`config.mk`:
```
export PLATFORM = sky130hd
export DESIGN_NAME = uart_core
export DESIGN_NICKNAME = d
export VERILOG_FILES = /design/src/rtl/uart_core.sv
export SDC_FILE = /design/constraint.sdc
export NUM_CORES = 1
export LEC_CHECK = 0
export ABC_AREA = 1
export CAP_MARGIN = 20
export CORE_ASPECT_RATIO = 2
export CORE_MARGIN = 4
export CORE_UTILIZATION = 48
export DETAILED_ROUTE_END_ITERATION = 7
export PLACE_DENSITY = 0.66
export SYNTH_ARGS = -nofsm -noshare
export SYNTH_HDL_FRONTEND = slang
export SYNTH_SLANG_ARGS = --single-unit
```
`constraint.sdc`:
```
create_clock -name Clk -period 2 [get_ports Clk]
set_input_delay 0.3 -clock Clk [delete_from_list [all_inputs] [get_ports Clk]]
set_output_delay 0.3 -clock Clk [all_outputs]
set_load 0.1 [all_outputs]
```
`src/rtl/uart_core.sv`:
```
// uart_core: 8N1 UART receiver and transmitter, each buffered by a FIFO.
// RX FIFO is first-word fall-through; TX line is driven from a register.
module uart_core #(
   parameter int C_BAUDRATE    = 115200,
   parameter int C_SYSTEM_FREQ = 50000000,
   parameter int C_FIFO_DEPTH  = 16
) (
   input  logic       Clk,
   input  logic       Resetn,
   input  logic       RX,
   input  logic       rd_uart_en,
   input  logic       Enable_rx,
   output logic [7:0] RX_data,
   output logic       Empty,
   input  logic [7:0] TX_data,
   input  logic       Enable_tx,
   input  logic       wr_uart_en,
   output logic       Full,
   output logic       TX
);

   localparam int BIT_CLKS = C_SYSTEM_FREQ / C_BAUDRATE;
   localparam int CW = $clog2(BIT_CLKS + 1);
   localparam int AW = $clog2(C_FIFO_DEPTH);
   localparam logic [CW-1:0] BIT_END  = CW'(BIT_CLKS - 1);
   localparam logic [CW-1:0] HALF_END = CW'(BIT_CLKS / 2 - 1);

   localparam logic [1:0] S_IDLE  = 2'd0;
   localparam logic [1:0] S_START = 2'd1;
   localparam logic [1:0] S_DATA  = 2'd2;
   localparam logic [1:0] S_STOP  = 2'd3;

   logic          rx_meta, rx_sync, rx_prev;
   logic [1:0]    rx_state;
   logic [CW-1:0] rx_cnt;
   logic [2:0]    rx_bit;
   logic [7:0]    rx_shift;
   logic          rx_push, rx_pop, rx_empty, rx_full;
   logic [AW:0]   rx_wp, rx_rp;
   logic [7:0]    rx_mem [C_FIFO_DEPTH];

   logic [1:0]    tx_state;
   logic [CW-1:0] tx_cnt;
   logic [2:0]    tx_bit;
   logic [7:0]    tx_shift;
   logic          tx_end, tx_load, tx_push, tx_empty, tx_full;
   logic [AW:0]   tx_wp, tx_rp;
   logic [7:0]    tx_mem [C_FIFO_DEPTH];

   // Receiver: start detection uses the synchronised line and its previous value
   always_ff @(posedge Clk or negedge Resetn) begin
      if (!Resetn) begin
         rx_meta  <= 1'b1;
         rx_sync  <= 1'b1;
         rx_prev  <= 1'b1;
         rx_state <= S_IDLE;
         rx_cnt   <= '0;
         rx_bit   <= '0;
         rx_shift <= '0;
      end else begin
         rx_meta <= RX;
         rx_sync <= rx_meta;
         rx_prev <= rx_sync;
         unique case (rx_state)
            S_IDLE: begin
               rx_cnt <= '0;
               rx_bit <= '0;
               if (Enable_rx && rx_prev && !rx_sync)
                  rx_state <= S_START;
            end
            S_START: begin
               if (rx_cnt == HALF_END) begin
                  rx_cnt   <= '0;
                  rx_state <= rx_sync ? S_IDLE : S_DATA;
               end else begin
                  rx_cnt <= rx_cnt + 1'b1;
               end
            end
            S_DATA: begin
               if (rx_cnt == BIT_END) begin
                  rx_cnt   <= '0;
                  rx_shift <= {rx_sync, rx_shift[7:1]};
                  rx_bit   <= rx_bit + 3'd1;
                  if (rx_bit == 3'd7)
                     rx_state <= S_STOP;
               end else begin
                  rx_cnt <= rx_cnt + 1'b1;
               end
            end
            S_STOP: begin
               if (rx_cnt == BIT_END) begin
                  rx_cnt   <= '0;
                  rx_state <= S_IDLE;
               end else begin
                  rx_cnt <= rx_cnt + 1'b1;
               end
            end
            default: rx_state <= S_IDLE;
         endcase
      end
   end

   assign rx_empty = (rx_wp == rx_rp);
   assign rx_full  = (rx_wp[AW] != rx_rp[AW]) &&
                     (rx_wp[AW-1:0] == rx_rp[AW-1:0]);
   assign rx_push  = (rx_state == S_STOP) && (rx_cnt == BIT_END) &&
                     rx_sync && !rx_full;
   assign rx_pop   = rd_uart_en && !rx_empty;

   always_ff @(posedge Clk) begin
      if (rx_push)
         rx_mem[rx_wp[AW-1:0]] <= rx_shift;
   end

   always_ff @(posedge Clk or negedge Resetn) begin
      if (!Resetn) begin
         rx_wp <= '0;
         rx_rp <= '0;
      end else begin
         if (rx_push) rx_wp <= rx_wp + 1'b1;
         if (rx_pop)  rx_rp <= rx_rp + 1'b1;
      end
   end

   assign Empty   = rx_empty;
   assign RX_data = rx_empty ? 8'h00 : rx_mem[rx_rp[AW-1:0]];

   assign tx_empty = (tx_wp == tx_rp);
   assign tx_full  = (tx_wp[AW] != tx_rp[AW]) &&
                     (tx_wp[AW-1:0] == tx_rp[AW-1:0]);
   assign tx_push  = wr_uart_en && !tx_full;
   assign Full     = tx_full;

   always_ff @(posedge Clk) begin
      if (tx_push)
         tx_mem[tx_wp[AW-1:0]] <= TX_data;
   end

   always_ff @(posedge Clk or negedge Resetn) begin
      if (!Resetn) begin
         tx_wp <= '0;
         tx_rp <= '0;
      end else begin
         if (tx_push) tx_wp <= tx_wp + 1'b1;
         if (tx_load) tx_rp <= tx_rp + 1'b1;
      end
   end

   // Loading on the last stop cycle makes back-to-back frames gapless
   assign tx_end  = (tx_cnt == BIT_END);
   assign tx_load = Enable_tx && !tx_empty &&
                    ((tx_state == S_IDLE) ||
                     ((tx_state == S_STOP) && tx_end));

   always_ff @(posedge Clk or negedge Resetn) begin
      if (!Resetn) begin
         tx_state <= S_IDLE;
         tx_cnt   <= '0;
         tx_bit   <= '0;
         tx_shift <= '0;
         TX       <= 1'b1;
      end else if (tx_load) begin
         tx_shift <= tx_mem[tx_rp[AW-1:0]];
         tx_cnt   <= '0;
         tx_bit   <= '0;
         TX       <= 1'b0;
         tx_state <= S_START;
      end else begin
         unique case (tx_state)
            S_IDLE: TX <= 1'b1;
            S_START: begin
               if (tx_end) begin
                  tx_cnt   <= '0;
                  TX       <= tx_shift[0];
                  tx_state <= S_DATA;
               end else begin
                  tx_cnt <= tx_cnt + 1'b1;
               end
            end
            S_DATA: begin
               if (tx_end) begin
                  tx_cnt <= '0;
                  if (tx_bit == 3'd7) begin
                     TX       <= 1'b1;
                     tx_state <= S_STOP;
                  end else begin
                     TX       <= tx_shift[1];
                     tx_shift <= {1'b0, tx_shift[7:1]};
                     tx_bit   <= tx_bit + 3'd1;
                  end
               end else begin
                  tx_cnt <= tx_cnt + 1'b1;
               end
            end
            S_STOP: begin
               if (tx_end) begin
                  tx_cnt   <= '0;
                  tx_state <= S_IDLE;
               end else begin
                  tx_cnt <= tx_cnt + 1'b1;
               end
            end
            default: tx_state <= S_IDLE;
         endcase
      end
   end

endmodule

```
==> flow_summary_export.csv, run 1 <==
group,metric,value,unit
timing,fin_crit,2.52,ns
outcome,status,"finished, violations left",
worst_setup_path,worstSetupStartpointType,"register",
worst_setup_path,worst_setup_path_end_kind,"output pin",
clock_tree,cts_made_buffers,27,
power,ir_worst_vdd,1.08,mV
global_routing,track_usage,21.4,%
power,p_comb_share,39.3,%
global_routing,gr-total-overflow,0,
floorplan,core,28300,um^2
clock_tree,clock_sinks,324,
clock_tree,clk_latency,0.55,ns
timing,drv_slew,0,
finish,final_cell_area,17000,um^2
timing,setup_violations,138,
power,p_leak,0.00611,uW
timing,relSlewSlack,53.0,%
yosys,yosys_warnings,0,
worst_setup_path,required,1.70,ns
yosys,ys_types,43,
route,via_per_inst,5.48,
yosys,async_flop_share,21.0,%
timing,period_share,126,%
finish,nNetsFinal,1384,
floorplan,pin_count,26,
yosys,synth-edff-count,256,
finish,area_delta_synth_final,23.3,%
placed_design,routabilityCongestion,0.872,
yosys,synth_common_cells,"256 x edfxtp_1, 203 x nor2_1, 181 x nand2_1, 143 x o21ai_0, 64 x dfrtp_1",
power,clock_power_share,25.1,%
yosys,synth_seq_cells,324,
timing,rsz0062_at_grt,"true",
clock_tree,cts_max_path_buffers,3,
yosys,syn-cell-area,13800,um^2
yosys,ys_top_cells_by_area,"edfxtp_1 56%, dfrtp_1 12%, nor2_1 5.5%",
yosys,synth_area_per_cell,11.3,um^2
finish,final_layout_size_suffix_gt1_share,19.8,%
route,drt-wirelength-per-cell,19.6,um
job,cap_violations,0,
power,p_switching,8190,uW
clock_tree,cts_max_level,1,
timing,final.setup.tns,-17.88,ns
route,vias,9440,
timing,holdWs,0.227,ns
route,drc,0,
route,wl,33800,um
finish,antenna_cells,0,
yosys,yosysTopAreaCell,"edfxtp_1",
timing,skew,0.0113,ns
worst_setup_path,rr_startpoint,"rx_rp[0]",
global_routing,grt_max_degree,66,
floorplan,row_count,87,
floorplan,dieHeight,248,um
timing,fmax,396,MHz
placed_design,placed_area,15500,um^2
clock_tree,cts_tree,"done",
finish,regArea,9400,um^2
finish,n_fill_cell,2260,
power,total_power,22300,uW
power,seqPwrFrac,35.7,%
finish,multi_input_area,4390,um^2
global_routing,grt_pass1_wl,52400,um
route,antenna_left,0,
yosys,synth_top_area_share,55.6,%
route,first_iter_violations,623,
power,power-per-cell-area,1310,nW/um^2
floorplan,fp.dieW,128,um
worst_setup_path,crit_fanout,10,
clock_tree,cts_root_buffer,"clkbuf_16",
worst_setup_path,cp.arrival,2.22,ns
yosys,synth_cells,1223,
global_routing,grt_pass1_vias,9741,
min_path,hp-class,"input port to register",
floorplan,dieArea,31800,um^2
placed_design,port_buffers,25,
power,p_int,14100,uW
route,firstDrtPassIters,5,
yosys,synth_ff_type,"edfxtp_1",
outcome,failed_checks,"negative setup slack",
yosys,synth.most_common_cell,"edfxtp_1",
timing,hold_violations,0,
placed_design,hpwl,23700,um
timing,tightest_slew,0.706,ns
yosys,syn_nets,1261,
min_path,worstHoldStart,"RX",
clock_tree,path_clk_slew,0.07,ns
timing,layout_setup_ws,-0.525,ns
worst_setup_path,setup.worst_path.start,"rx_rp[0]",
power,netSwitchingFraction,36.7,%
finish,utilization,60.2,%
worst_setup_path,crit_type,"register to output pin",
global_routing,antenna_found_initial,0,
yosys,synth-seq-area-share,67.9,%
floorplan,start_util,48.9,%
==> state kept, by name, indices dropped and copies added, names as in the netlist, 2 cells and up, named ones only <==
signal    cells
tx_bit        3
tx_cnt        9
rx_wp         5
tx_state      2
rx_rp         5
tx_rp         5
rx_bit        3
tx_shift      8
tx_mem      128
rx_cnt        9
rx_mem      128
tx_wp         5
rx_shift      8
==> area by class of cell <==
cell class / instances / area share [%]
multi-input cells: 772 / 25.8
well taps: 356 / 2.61
repair buffers: 145 / 9.09
clock inverters: 18 / 1.34
flip-flops and latches: 324 / 55.1
inverters: 76 / 1.89
clock buffers: 32 / 4.19
==> worst max-delay path, stage by stage (launching register included) <==
cell and delay, ns:
dfrtp_2 0.45, buf_12 0.16, buf_12 0.13, xnor2_4 0.11, nand4_1 0.11, buf_4 0.16
nor2_4 0.11, buf_12 0.18, a31oi_4 0.06, buf_12 0.18
==> metal layers <==
metal | routed length [um] | global-route usage (%) | part of all wire (%)
met1 | 11000 | 20.5 | 32
met2 | 20100 | 43.9 | 59
met3 | 980 | 1.85 | 2.9
met4 | 1760 | 10.9 | 5.2
met5 | 0 | 0 | 0
==> power by group through the flow <==
stage               clock [uW]  sequential, uW  combinational, uW
floorplan                    0            8110               5100
finish                    5590            7950               8750
CTS                       5670            7950               8510
global route              5960            7990               9330
detailed placement           0            8100               8130
global placement             0            8090               8050
==> through the flow <==
| step | std cells | setup slack [ns] |
|---|---|---|
| floorplan | 1223 | -0.254 |
| global route | 1723 | -0.625 |
| global placement | 1648 | -0.171 |
| CTS | 1717 | -0.550 |
| detailed placement | 1648 | -0.208 |
| finish | 1723 | -0.525 |
==> layout by cell type (no fill, tap or decap), types with 5 or more instances in the layout <==
cell             synthesis  layout
xnor2_1                  9       7
nand4_1                 13      13
o22ai_1                 35      33
xor2_1                  14      13
nand2_2                  6       5
inv_1                   62      53
a21oi_1                 13      11
bufinv_16                0       5
o221ai_1                 7       7
nand2_4                  3       5
clkinv_1                 4       6
nor2_4                   1      19
clkinv_2                 0       7
nor2_1                 203     183
dfrtp_1                 64      62
nand3_2                  1       7
nor2_2                   4       6
ha_1                    23      22
o21ai_0                143     137
o21ai_1                  6      12
clkdlybuf4s50_1          0      13
a31oi_4                  0       6
edfxtp_1               256     256
nand2_1                181     173
clkbuf_16                0      27
nand3_1                 55      49
inv_2                    7      11
nor3_1                   9       7
nand2_8                  0       7
buf_4                    2      87
o211ai_1                25      25
buf_12                   0      27
buf_6                    1      14
==> cell families (layout without fill, tap and decap cells) <==
family | Yosys count | in the layout | share of synthesized area (%)
AOI/OAI and AO/OA | 242 | 242 | 9.90
adders and majority gates | 23 | 23 | 2.08
xor gates and xnor gates | 24 | 24 | 1.57
buffers and inverters | 127 | 271 | 3.86
and+or+nand+nor | 483 | 483 | 14.6
DFF | 324 | 324 | 67.9
==> path summary, 6_finish.rpt <==
check,end,slack [ns],cells after the start
setup / recovery,RX_data[0],-0.52,9
hold / removal,rx_meta,0.23,1
setup reg to reg,rx_mem[11][4],-0.15,11
hold reg to reg,rx_sync,0.36,0
max in group asynchronous,TX,1.10,3
min in group asynchronous,rx_shift[0],0.26,2
==> what timing repair did <==
action / CTS / global route
cloned: 1 / 0
pin swaps: 22 / 24
hold buffers: 1 / 0
setup endpoints to repair: 202 / 225
endpoints found under the hold margin: 27 / 0
buffers inserted: 21 / 14
gates resized for setup: 57 / 48
Power figures use the tool's default switching activity.
==> run 2, diff against run 1 <==
==> constraint.sdc (replaced) <==
create_clock -name Clk -period 2.07 [get_ports Clk]
set_input_delay 0.3105 -clock Clk [delete_from_list [all_inputs] [get_ports Clk]]
set_output_delay 0.3105 -clock Clk [all_outputs]
set_load 0.1 [all_outputs]
==> run 2 against run 1 <==
Compared with the run above:
- the flow still finishes with violations (negative setup slack)
- critical endpoint is now RX_data[1]
- final cell count fell by 0.17%
- combinational power barely moved
- register-to-register slack improved by 0.11 ns
- clock-buffer cell count fell by 1
- largest cell class unchanged
- die area did not move
- highest routed layer unchanged
- power fell by 4.4%
- utilization fell by 0.75 points
- routed wire length rose by 1.5%
==> flow_summary_export.csv, run 2 (same netlist as run 1, synthesis figures left out) <==
group,metric,value,unit
clock_tree,cts_root_buffer,"clkbuf_16",
timing,fin_crit,2.53,ns
worst_setup_path,regToRegSetupSlack,-0.04,ns
timing,drv_slew,0,
global_routing,grt_pass1_wl,53100,um
worst_setup_path,path_buf_inv,4,
route,wl,34300,um
placed_design,hpwl,23700,um
worst_setup_path,crit_path_frequent_cell,"buf_12",
clock_tree,cts_made_buffers,27,
finish,final_cell_area,16800,um^2
clock_tree,path_clk_slew,0.07,ns
outcome,failed_checks,"negative setup slack",
worst_setup_path,rr_startpoint,"rx_cnt[1]",
power,power-per-cell-area,1270,nW/um^2
finish,nNetsFinal,1382,
power,p_comb_share,41.0,%
global_routing,antenna_found_initial,0,
power,netSwitchingFraction,37.5,%
power,p_int,13300,uW
timing,layout_setup_ws,-0.463,ns
route,antenna_left,0,
min_path,hold_depth,1,
floorplan,pin_count,26,
placed_design,routabilityCongestion,0.867,
timing,period_share,122,%
min_path,whs_endpoint,"rx_meta",
worst_setup_path,worstSetupStartpointType,"register",
worst_setup_path,crit_path_top_delay_cell,"dfrtp_2",
worst_setup_path,r2r_cells,12,
power,clock_power_share,22.9,%
route,via_per_inst,5.55,
finish,utilization,59.5,%
route,drt-wirelength-per-cell,19.9,um
timing,setup_violations,26,
worst_setup_path,crit_type,"register to output pin",
route,first_iter_violations,730,
placed_design,port_buffers,25,
power,p_switching,7980,uW
timing,relSlewSlack,49.6,%
timing,rsz0062_at_grt,"true",
floorplan,row_count,87,
timing,final.setup.tns,-4.38,ns
global_routing,gr-total-overflow,0,
global_routing,track_usage,21.8,%
worst_setup_path,crit_family,"buffers and inverters",
clock_tree,clk_latency,0.56,ns
floorplan,fp.dieW,128,um
route,vias,9552,
finish,final_cell_mix,"256 x edfxtp_1, 186 x nor2_1, 173 x nand2_1",
worst_setup_path,crit_chain,"clkinv_2 -> buf_12 -> buf_12 -> nor2_1 -> o211ai_1 -> nand3_2 -> a31oi_4 -> buf_12",
floorplan,start_util,48.9,%
worst_setup_path,cp.arrival,2.22,ns
global_routing,grt_pass1_vias,9910,
clock_tree,clock_sinks,324,
route,firstDrtPassIters,5,
floorplan,dieArea,31800,um^2
worst_setup_path,cpPeakStageDelay,0.44,ns
power,seqPwrFrac,36.1,%
finish,final_common_cell,"edfxtp_1",
timing,fmax,395,MHz
route,drc,0,
timing,hold_violations,0,
min_path,worstHoldStart,"RX",
clock_tree,cts_tree,"done",
finish,area_delta_synth_final,21.7,%
worst_setup_path,crit_fanout,9,
finish,n_fill_cell,2294,
worst_setup_path,worst_setup_path_end_kind,"output pin",
clock_tree,cts_max_level,1,
global_routing,grt_max_degree,66,
timing,tightest_slew,0.757,ns
outcome,status,"finished, violations left",
placed_design,placed_area,15400,um^2
power,p_leak,0.00605,uW
floorplan,dieHeight,248,um
min_path,hp-class,"input port to register",
clock_tree,cts_max_path_buffers,3,
job,cap_violations,0,
timing,holdWs,0.212,ns
timing,skew,0.0177,ns
worst_setup_path,required,1.76,ns
finish,antenna_cells,0,
finish,final_layout_size_suffix_gt1_share,19.1,%
worst_setup_path,r2r_end,"rx_mem[15][4]",
floorplan,core,28300,um^2
power,ir_worst_vdd,1.32,mV
run 2: changes by cell type in the layout (fill, tap and decap cells not counted), sizes merged:
cell,previous run,this run
clkinvlp,2,3
clkinv,17,18
bufinv,5,1
inv,70,72
bufbuf,0,1
buf,131,127
run 2: worst max-delay path by stage:
stage | cells after the start | end | start | slack (ns)
2_1_floorplan | 5 | RX_data[0] | rx_rp[2] | -0.19
3_3_place_gp | 10 | rx_mem[10][1] | rx_cnt[1] | -0.1
3_5_place_dp | 10 | rx_mem[10][4] | rx_cnt[1] | -0.16
4_1_cts | 8 | RX_data[3] | rx_rp[1] | -0.50
5_1_grt | 8 | RX_data[1] | rx_rp[0] | -0.56
6_report | 8 | RX_data[1] | rx_rp[0] | -0.46
run 2: routing by layer:
| layer | vias to the layer above | GRT usage, % | share of wire [%] |
|---|---|---|---|
| met5 | - | 0 | 0 |
| met4 | 0 | 11.9 | 5.9 |
| met3 | 95 | 2.08 | 3.2 |
| met2 | 231 | 44.1 | 58 |
| met1 | 4697 | 20.8 | 33 |
| li1 | 4529 | - | - |
run 2: layout make-up:
cell class	count	area, um^2	share of cell area, %
inverter	76	317	1.88
clock buffer	31	711	4.22
clock inverter	18	123	0.728
tap	356	445	2.65
multi-input combinational	772	4280	25.4
sequential	324	9400	55.8
timing repair buffer	143	1560	9.28
run 2: power groups by stage:
stage / logic (uW) / clock network [uW] / registers [uW]
final: 8740 / 4870 / 7690
after global routing: 9290 / 5240 / 7730
after CTS: 8530 / 4980 / 7680
after detailed placement: 7840 / 0 / 7850
after global placement: 7750 / 0 / 7830
after floorplan: 4930 / 0 / 7830
run 2: through the flow:
stage	instances	setup WS, ns	power (uW)
after detailed placement	1645	-0.164	15700
final	1720	-0.463	21300
after global placement	1645	-0.0969	15600
after CTS	1712	-0.499	21200
after global routing	1720	-0.562	22300
after floorplan	1223	-0.195	12800
run 2: timing repair:
item	4_1_cts	5_1_grt
cloned	3	1
hold endpoints to repair	32	0
hold buffers	1	0
gates resized for setup	54	41
endpoints found under the setup margin	138	90
pin swaps	11	26
setup buffers	14	8
==> run 3, diff against run 2 <==
--- a/config.mk
+++ b/config.mk
@@ -11,6 +11,7 @@
 export CORE_MARGIN = 4
 export CORE_UTILIZATION = 48
 export DETAILED_ROUTE_END_ITERATION = 7
+export GPL_TIMING_DRIVEN = 0
 export PLACE_DENSITY = 0.66
 export SYNTH_ARGS = -nofsm -noshare
 export SYNTH_HDL_FRONTEND = slang
==> constraint.sdc (replaced) <==
create_clock -name Clk -period 2.25 [get_ports Clk]
set_input_delay 0.3375 -clock Clk [delete_from_list [all_inputs] [get_ports Clk]]
set_output_delay 0.3375 -clock Clk [all_outputs]
set_load 0.1 [all_outputs]
==> run 3 against run 2 <==
Compared with the run above:
- the run still ends with negative setup slack left
- critical endpoint is now RX_data[7]
- final area down 1.4%
- critical path depth unchanged
- clock-buffer cell count up 3
- critical path type unchanged
- largest power group unchanged
- routed wire length up 3.5%
- first-iteration DRC count up 25%
- utilization down 0.82 points
==> flow_summary_export.csv, run 3 (same netlist as run 1, synthesis figures left out) <==
group,metric,value,unit
outcome,status,"finished, violations left",
outcome,failed_checks,"negative setup slack",
clock_tree,clk_latency,0.56,ns
placed_design,port_buffers,25,
timing,fmax,368,MHz
clock_tree,cts_max_level,1,
floorplan,dieArea,31800,um^2
worst_setup_path,worst_setup_path_end_kind,"output pin",
route,firstDrtPassIters,5,
clock_tree,cts_root_buffer,"clkbuf_16",
global_routing,gr-total-overflow,0,
min_path,hold_depth,1,
power,ir_worst_vdd,1.04,mV
power,p_leak,0.00585,uW
finish,final_cell_mix,"256 x edfxtp_1, 175 x nand2_1, 167 x nor2_1",
worst_setup_path,crit_fanout,8,
worst_setup_path,regToRegSetupSlack,0.08,ns
min_path,worstHoldStart,"RX",
worst_setup_path,crit_path_top_delay_cell,"dfrtp_2",
worst_setup_path,path_buf_inv,4,
timing,holdWs,0.198,ns
worst_setup_path,cpPeakStageDelay,0.43,ns
finish,final_layout_size_suffix_gt1_share,17.6,%
worst_setup_path,required,1.91,ns
clock_tree,path_clk_slew,0.07,ns
route,drt-wirelength-per-cell,20.9,um
timing,fin_crit,2.72,ns
finish,final_common_cell,"edfxtp_1",
clock_tree,cts_tree,"done",
timing,period_share,121,%
worst_setup_path,crit_chain,"inv_2 -> buf_6 -> clkbuf_16 -> nor2_1 -> o211ai_1 -> nand3_1 -> a31oi_4 -> buf_12",
worst_setup_path,rr_startpoint,"tx_rp[1]",
clock_tree,cts_made_buffers,28,
floorplan,fp.dieW,128,um
placed_design,placed_area,14600,um^2
global_routing,grt_pass1_wl,53200,um
timing,setup_violations,10,
finish,multi_input_area,4340,um^2
placed_design,hpwl,24300,um
global_routing,track_usage,22.0,%
finish,antenna_cells,0,
power,power-per-cell-area,1200,nW/um^2
worst_setup_path,cp.arrival,2.38,ns
timing,tightest_slew,0.886,ns
route,antenna_left,0,
global_routing,use_met3,2.25,%
worst_setup_path,worstSetupStartpointType,"register",
timing,rsz0062_at_grt,"true",
global_routing,gr-usage-met2,44.9,%
min_path,hp-class,"input port to register",
floorplan,dieHeight,248,um
route,drc,0,
global_routing,use_met1,21.0,%
job,cap_violations,0,
timing,hold_violations,0,
floorplan,row_count,87,
placed_design,routabilityCongestion,0.883,
floorplan,core,28300,um^2
timing,relSlewSlack,40.9,%
worst_setup_path,crit_family,"compound AO/OA/AOI/OAI gates",
global_routing,antenna_found_initial,0,
global_routing,grt_max_degree,69,
timing,skew,0.0284,ns
finish,area_delta_synth_final,20.1,%
timing,drv_slew,0,
global_routing,grt_most_used_layer,"met2",
route,via_per_inst,5.72,
route,wl,35500,um
finish,final_cell_area,16600,um^2
finish,regArea,9400,um^2
route,first_iter_violations,912,
worst_setup_path,r2r_cells,10,
route,vias,9688,
finish,nNetsFinal,1356,
clock_tree,cts_max_path_buffers,3,
clock_tree,clock_sinks,324,
timing,layout_setup_ws,-0.468,ns
global_routing,grt_pass1_vias,9571,
min_path,whs_endpoint,"rx_meta",
floorplan,start_util,48.9,%
worst_setup_path,crit_type,"register to output pin",
finish,n_fill_cell,2306,
floorplan,pin_count,26,
worst_setup_path,r2r_end,"tx_mem[1][6]",
==> run 3: cell count changes in the layout (fill, tap and decap cells not counted), sizes merged <==
cell,previous run,this run
buf,127,80
clkbuf,32,55
bufinv,1,3
bufbuf,1,0
clkdlybuf4s15,0,1
clkinv,18,17
clkinvlp,3,2
inv,72,71
==> run 3: worst register-to-register path: stages (launching register included) <==
cell and delay, ns:
dfrtp_2 0.44, inv_2 0.18, nand2_1 0.09, nand2_2 0.09, nor2_4 0.04, nand2_1 0.05, or2_4 0.14, nand2_4 0.07
inv_4 0.09, nand2_1 0.28, nor2_4 0.38
==> run 3: layer usage <==
layer,wire length [um],up-vias,part of all wire [%]
met4,2090,0,5.9
met1,11400,4764,32
met2,20600,326,58
met5,0,-,0
met3,1360,118,3.8
li1,-,4480,-
==> run 3: how the worst max path moves through the flow <==
stage	start	endpoint	cells after the start
6_report	rx_rp[0]	RX_data[7]	8
5_1_grt	rx_rp[0]	RX_data[1]	8
4_1_cts	rx_rp[1]	RX_data[7]	8
3_5_place_dp	rx_rp[1]	RX_data[5]	7
3_3_place_gp	Resetn	rx_rp[0]	1
2_1_floorplan	rx_rp[0]	RX_data[3]	7
==> run 3: stage by stage <==
stage          TNS, ns  cells  util, %  total power, uW  setup slack (ns)
5_1_grt          -4.03   1695     58.7            20700            -0.502
3_5_place_dp    -96.43   1604     51.7            13700             -1.28
2_1_floorplan   -0.425   1223        -            11700            -0.165
6_report         -3.40   1695     58.7            19900            -0.468
4_1_cts          -4.18   1674     57.3            19600            -0.521
3_3_place_gp   -190.92   1604     51.7            13600             -1.60
==> run 3: area by class of cell <==
class | instances | share of cell area [%]
timing repair buffer | 67 | 5.02
multi-input combinational | 772 | 26.1
buffer | 49 | 2.34
clock inverter | 17 | 1.01
sequential | 324 | 56.6
tap | 356 | 2.68
clock buffer | 34 | 4.36
inverter | 76 | 1.83
==> run 3: report_power, final <==
part | leakage (uW) | internal (uW) | switching, uW
sequential | 0.00290 | 6870 | 271
clock | 0.000438 | 2630 | 2100
combinational | 0.00251 | 2730 | 5250
total | 0.00585 | 12200 | 7620
==> run 3: what timing repair did <==
item	4_1_cts	5_1_grt
buffers inserted	18	22
hold buffers	1	0
resized for setup	222	41
gates cloned	1	0
endpoints found under the hold margin	64	0
endpoints found under the setup margin	271	237
pin swaps	23	34
==> RTL edit 1 (config.mk and constraints of run 3) <==
Reset style: synchronous (`Resetn`), changed in 4 clocked blocks.
--- a/src/rtl/uart_core.sv
+++ b/src/rtl/uart_core.sv
@@ -49,5 +49,5 @@
 
    // Receiver: start detection uses the synchronised line and its previous value
-   always_ff @(posedge Clk or negedge Resetn) begin
+   always_ff @(posedge Clk) begin
       if (!Resetn) begin
          rx_meta  <= 1'b1;
@@ -113,5 +113,5 @@
    end
 
-   always_ff @(posedge Clk or negedge Resetn) begin
+   always_ff @(posedge Clk) begin
       if (!Resetn) begin
          rx_wp <= '0;
@@ -137,5 +137,5 @@
    end
 
-   always_ff @(posedge Clk or negedge Resetn) begin
+   always_ff @(posedge Clk) begin
       if (!Resetn) begin
          tx_wp <= '0;
@@ -153,5 +153,5 @@
                      ((tx_state == S_STOP) && tx_end));
 
-   always_ff @(posedge Clk or negedge Resetn) begin
+   always_ff @(posedge Clk) begin
       if (!Resetn) begin
          tx_state <= S_IDLE;
Function: differs if Resetn is asserted again (counterexample within 4 cycles, from zero or initial values and one cycle with Resetn low); with Resetn held inactive, the same outputs for 10 cycles.
==> RTL edit 1 against run 3 <==
- the run still ends with setup timing left
- sequential cell count up 8
- critical path depth is the same
- largest cell class unchanged
- synthesized area rose by 1.7%
- setup slack better by 0.11 ns
- wire length rose by 8.6%
- final area up 1.3%
Power is not compared: it rests on default switching activity, and its combinational part moved more than twofold at a synthesized area within 25%.
==> RTL edit 1: results (changes against run 3) <==
Post-Place Setup Slack=-1.16 ns (+0.119 ns); GP Congestion=0.949 (+7.6%); final WL=38600 µm (+8.6%); Unique masters post-synth=41 (-4.7%); Worst Skew=0.0144 ns (-0.0140 ns); largest net degree at the start of global routing=19 (-72%); M1 GR Usage=20.1% (-0.88 points); CP max-delay cell=o211ai_1; R2R cell count=9 (-1); cell family with most CP delay=buffers and inverters; Area after DPL=0.0148 mm² (+1.4%); routed length on met3=1340 µm (-1.1%); Setup TNS=-2.25 ns (+1.15 ns); met1 wire length=11400 µm (-0.35%); RR Endpoint=tx_mem[7][5]; dpl cells=1708 (+6.5%); Finished Layout Cells=1785 (+5.3%); Data buffer area share=6.61% (-0.75 points); first-pass GRT wire length=56300 µm (+5.9%); Max FO, Critical Path=6 (-2); Non-clk invs=117 (+54%); Repair and plain buffers=108 (-6.9%); dpl hpwl=27700 µm (+14%); M2 GR Usage=45.4% (+0.48 points); end of the critical path=RX_data[4]; #MultiIn Comb=816 (+5.7%); status=complete, but fails checks; Synth Cell Area=0.0141 mm² (+1.7%); final setup violation count=8 (-2); failing checks=setup timing; Final clock-cell share=5.69% (+0.33 points); Post-Synthesis Cells=1324 (+8.3%); Rel. slew slack=36.5% (-4.4 points); CP Data Arrival Time=2.27 ns (-0.11 ns); layout cells sized above 1=18.0% (+0.48 points); post-route worst setup slack=-0.358 ns (+0.111 ns); Fin Hold WS=0.358 ns (+0.160 ns); PortBufs=24 (-4.0%); Synth Register Bits=332 (+2.5%)
## RTL edit 1: changes by cell type after synthesis, moves of 28 or more
cell             run 3  this run
a21oi_1             13        68
dfrtp_1             64         0
dfxtp_1              0        76
inv_1               62       109
nand3_1             55        99
o211ai_1            25        53
o21ai_0            143       104
o22ai_1             35         6
## RTL edit 1: repair_timing
action	in CTS	in global routing
pin swaps	9	32
endpoints found under the setup margin	259	236
buffers inserted	6	16
resized for setup	201	97
gates cloned	3	1
## RTL edit 1: logic make-up (layout without fill, tap and decap cells)
family	count (synthesis)	after routing	synth area share, %
adder cells (fa/ha/maj)	24	24	2.13
flip-flops	332	332	65.5
AND/OR/NAND/NOR	519	519	15.9
buffers and inverters	176	277	5.07
XOR/XNOR	22	22	1.37
AO/OA/AOI/OAI	251	251	10.0
## RTL edit 1: report_power, final
group | switching, mW | internal, mW
Combinational | 2.00 | 0.971
Clock | 2.20 | 2.78
Sequential | 0.0985 | 6.69
==> RTL edit 2 (flow settings as in run 3) <==
Without the edit above. Change the parameter `C_FIFO_DEPTH` from 16 to 32.
--- a/src/rtl/uart_core.sv
+++ b/src/rtl/uart_core.sv
@@ -4,5 +4,5 @@
    parameter int C_BAUDRATE    = 115200,
    parameter int C_SYSTEM_FREQ = 50000000,
-   parameter int C_FIFO_DEPTH  = 16
+   parameter int C_FIFO_DEPTH  = 32
 ) (
    input  logic       Clk,
Function: no difference found for any inputs over 10 cycles, from zero or initial values and one cycle with Resetn low; that may be too few to reach the edited logic, so the function may still have changed.
==> RTL edit 2 against run 3 <==
- the flow still finishes with violations (setup timing)
- synthesized area rose by 81%
- global-route usage rose by 8.2 points
- power rose by 15%
- synthesized cell count rose by 89%
- fmax fell by 6.7%
- sequential cell count rose by 260
- final area rose by 86%
- setup slack got worse by 0.20 ns
- wire length rose by 140%
- worst hold slack got worse by 0.085 ns
- first-iteration DRC count rose by 100%
==> RTL edit 2: results (changes against run 3) <==
post-synthesis xor/xnor area fraction=0.876% (-0.70 points); Syn Nets=2350 (+86%); dpl cells=3034 (+89%); status=complete, but fails checks; M2 GR Usage=56.4% (+11 points); Worst Skew=0.0234 ns (-0.00496 ns); met2 wire length=46300 µm (+120%); M1 GR Usage=27.9% (+6.9 points); Rel. slew slack=38.6% (-2.3 points); GP Congestion=1.01 (+15%); Reg2Reg Setup Slack=-0.38 ns (-0.46 ns); largest net degree at the start of global routing=67 (-2.9%); routed length on met3=3420 µm (+150%); RR Endpoint=tx_shift[5]; mux contribution to synthesized area=0.315% (+0.32 points); Syn Area/Cell=10.8 µm² (-4.4%); DRT iter0 DRCs=1840 (+100%); cell family with most CP delay=buffers and inverters; first-pass GRT wire length=121000 µm (+130%); grt met3 use=3.09% (+0.84 points); Total Nets Final=2530 (+87%); final WL=85400 µm (+140%); Synth Area in Compound Gates=5.55% (-4.3 points); Non-clk invs=170 (+120%); Multi-input gate area=0.00763 mm² (+76%); Finished Layout Cells=3191 (+88%); setup bufs post-CTS=28 (+10); met1 wire length=25700 µm (+120%); top post-synthesis cells by count=nand2_1, edfxtp_1, nor2_1, nand3_1, o21ai_0; Data buffer area share=9.09% (+1.7 points); post-route worst setup slack=-0.665 ns (-0.197 ns); Lkg Pwr=11.3 nW (+93%); DR vias=18100 (+86%); Hold Crit Class=in -> async; final setup violation count=379 (+369); worst skew pair latency=0.60 ns (+0.04 ns); Reg-to-Reg Start=tx_rp[0]; Synth area leaders=edfxtp_1, nand2_1, dfrtp_1; CP Data Arrival Time=2.58 ns (+0.20 ns); Total GRT Usage=30.2% (+8.2 points); end of the critical path=RX_data[6]; dpl hpwl=60900 µm (+150%); Final clock-cell share=5.68% (+0.32 points); Repair and plain buffers=239 (+110%); layout cells sized above 1=18.6% (+1.0 points); asr flop ratio synth=12.3% (-8.7 points); adder-cell area share of the yosys netlist=1.15% (-0.93 points); sequential cell area=0.0172 mm² (+83%); sequential fraction of the synthesis area=68.7% (+0.80 points); Area after DPL=0.0266 mm² (+82%); clock buffers=60 (+76%); failing checks=setup timing
-- RTL edit 2: changes by cell type in the layout (fill, tap and decap cells not counted), sizes merged, moves of 8 or more --
cell | before | now
nand3 | 56 | 227
buf | 80 | 170
edfxtp | 256 | 512
a21oi | 13 | 34
nor3 | 9 | 50
nand2 | 190 | 552
clkbuf | 55 | 116
o21ai | 149 | 157
inv | 71 | 166
nor2 | 208 | 285
-- RTL edit 2: stage by stage --
stage,power (mW),TNS [ns],utilization [%],setup WS (ns)
2_1_floorplan,12.9,-3.80,-,-0.0475
3_5_place_dp,13.5,-291.39,51.4,-1.81
3_3_place_gp,13.4,-482.81,50.6,-1.86
5_1_grt,23.4,-99.83,59.8,-0.702
6_report,22.8,-61.03,59.8,-0.665
4_1_cts,22.8,-89.50,58.4,-0.669
-- RTL edit 2: power by group --
part / switching, mW / internal [mW] / total, mW
Clock: 3.98 / 5.38 / 9.35
Sequential: 0.0920 / 12.0 / 12.1
Combinational: 1.02 / 0.335 / 1.35
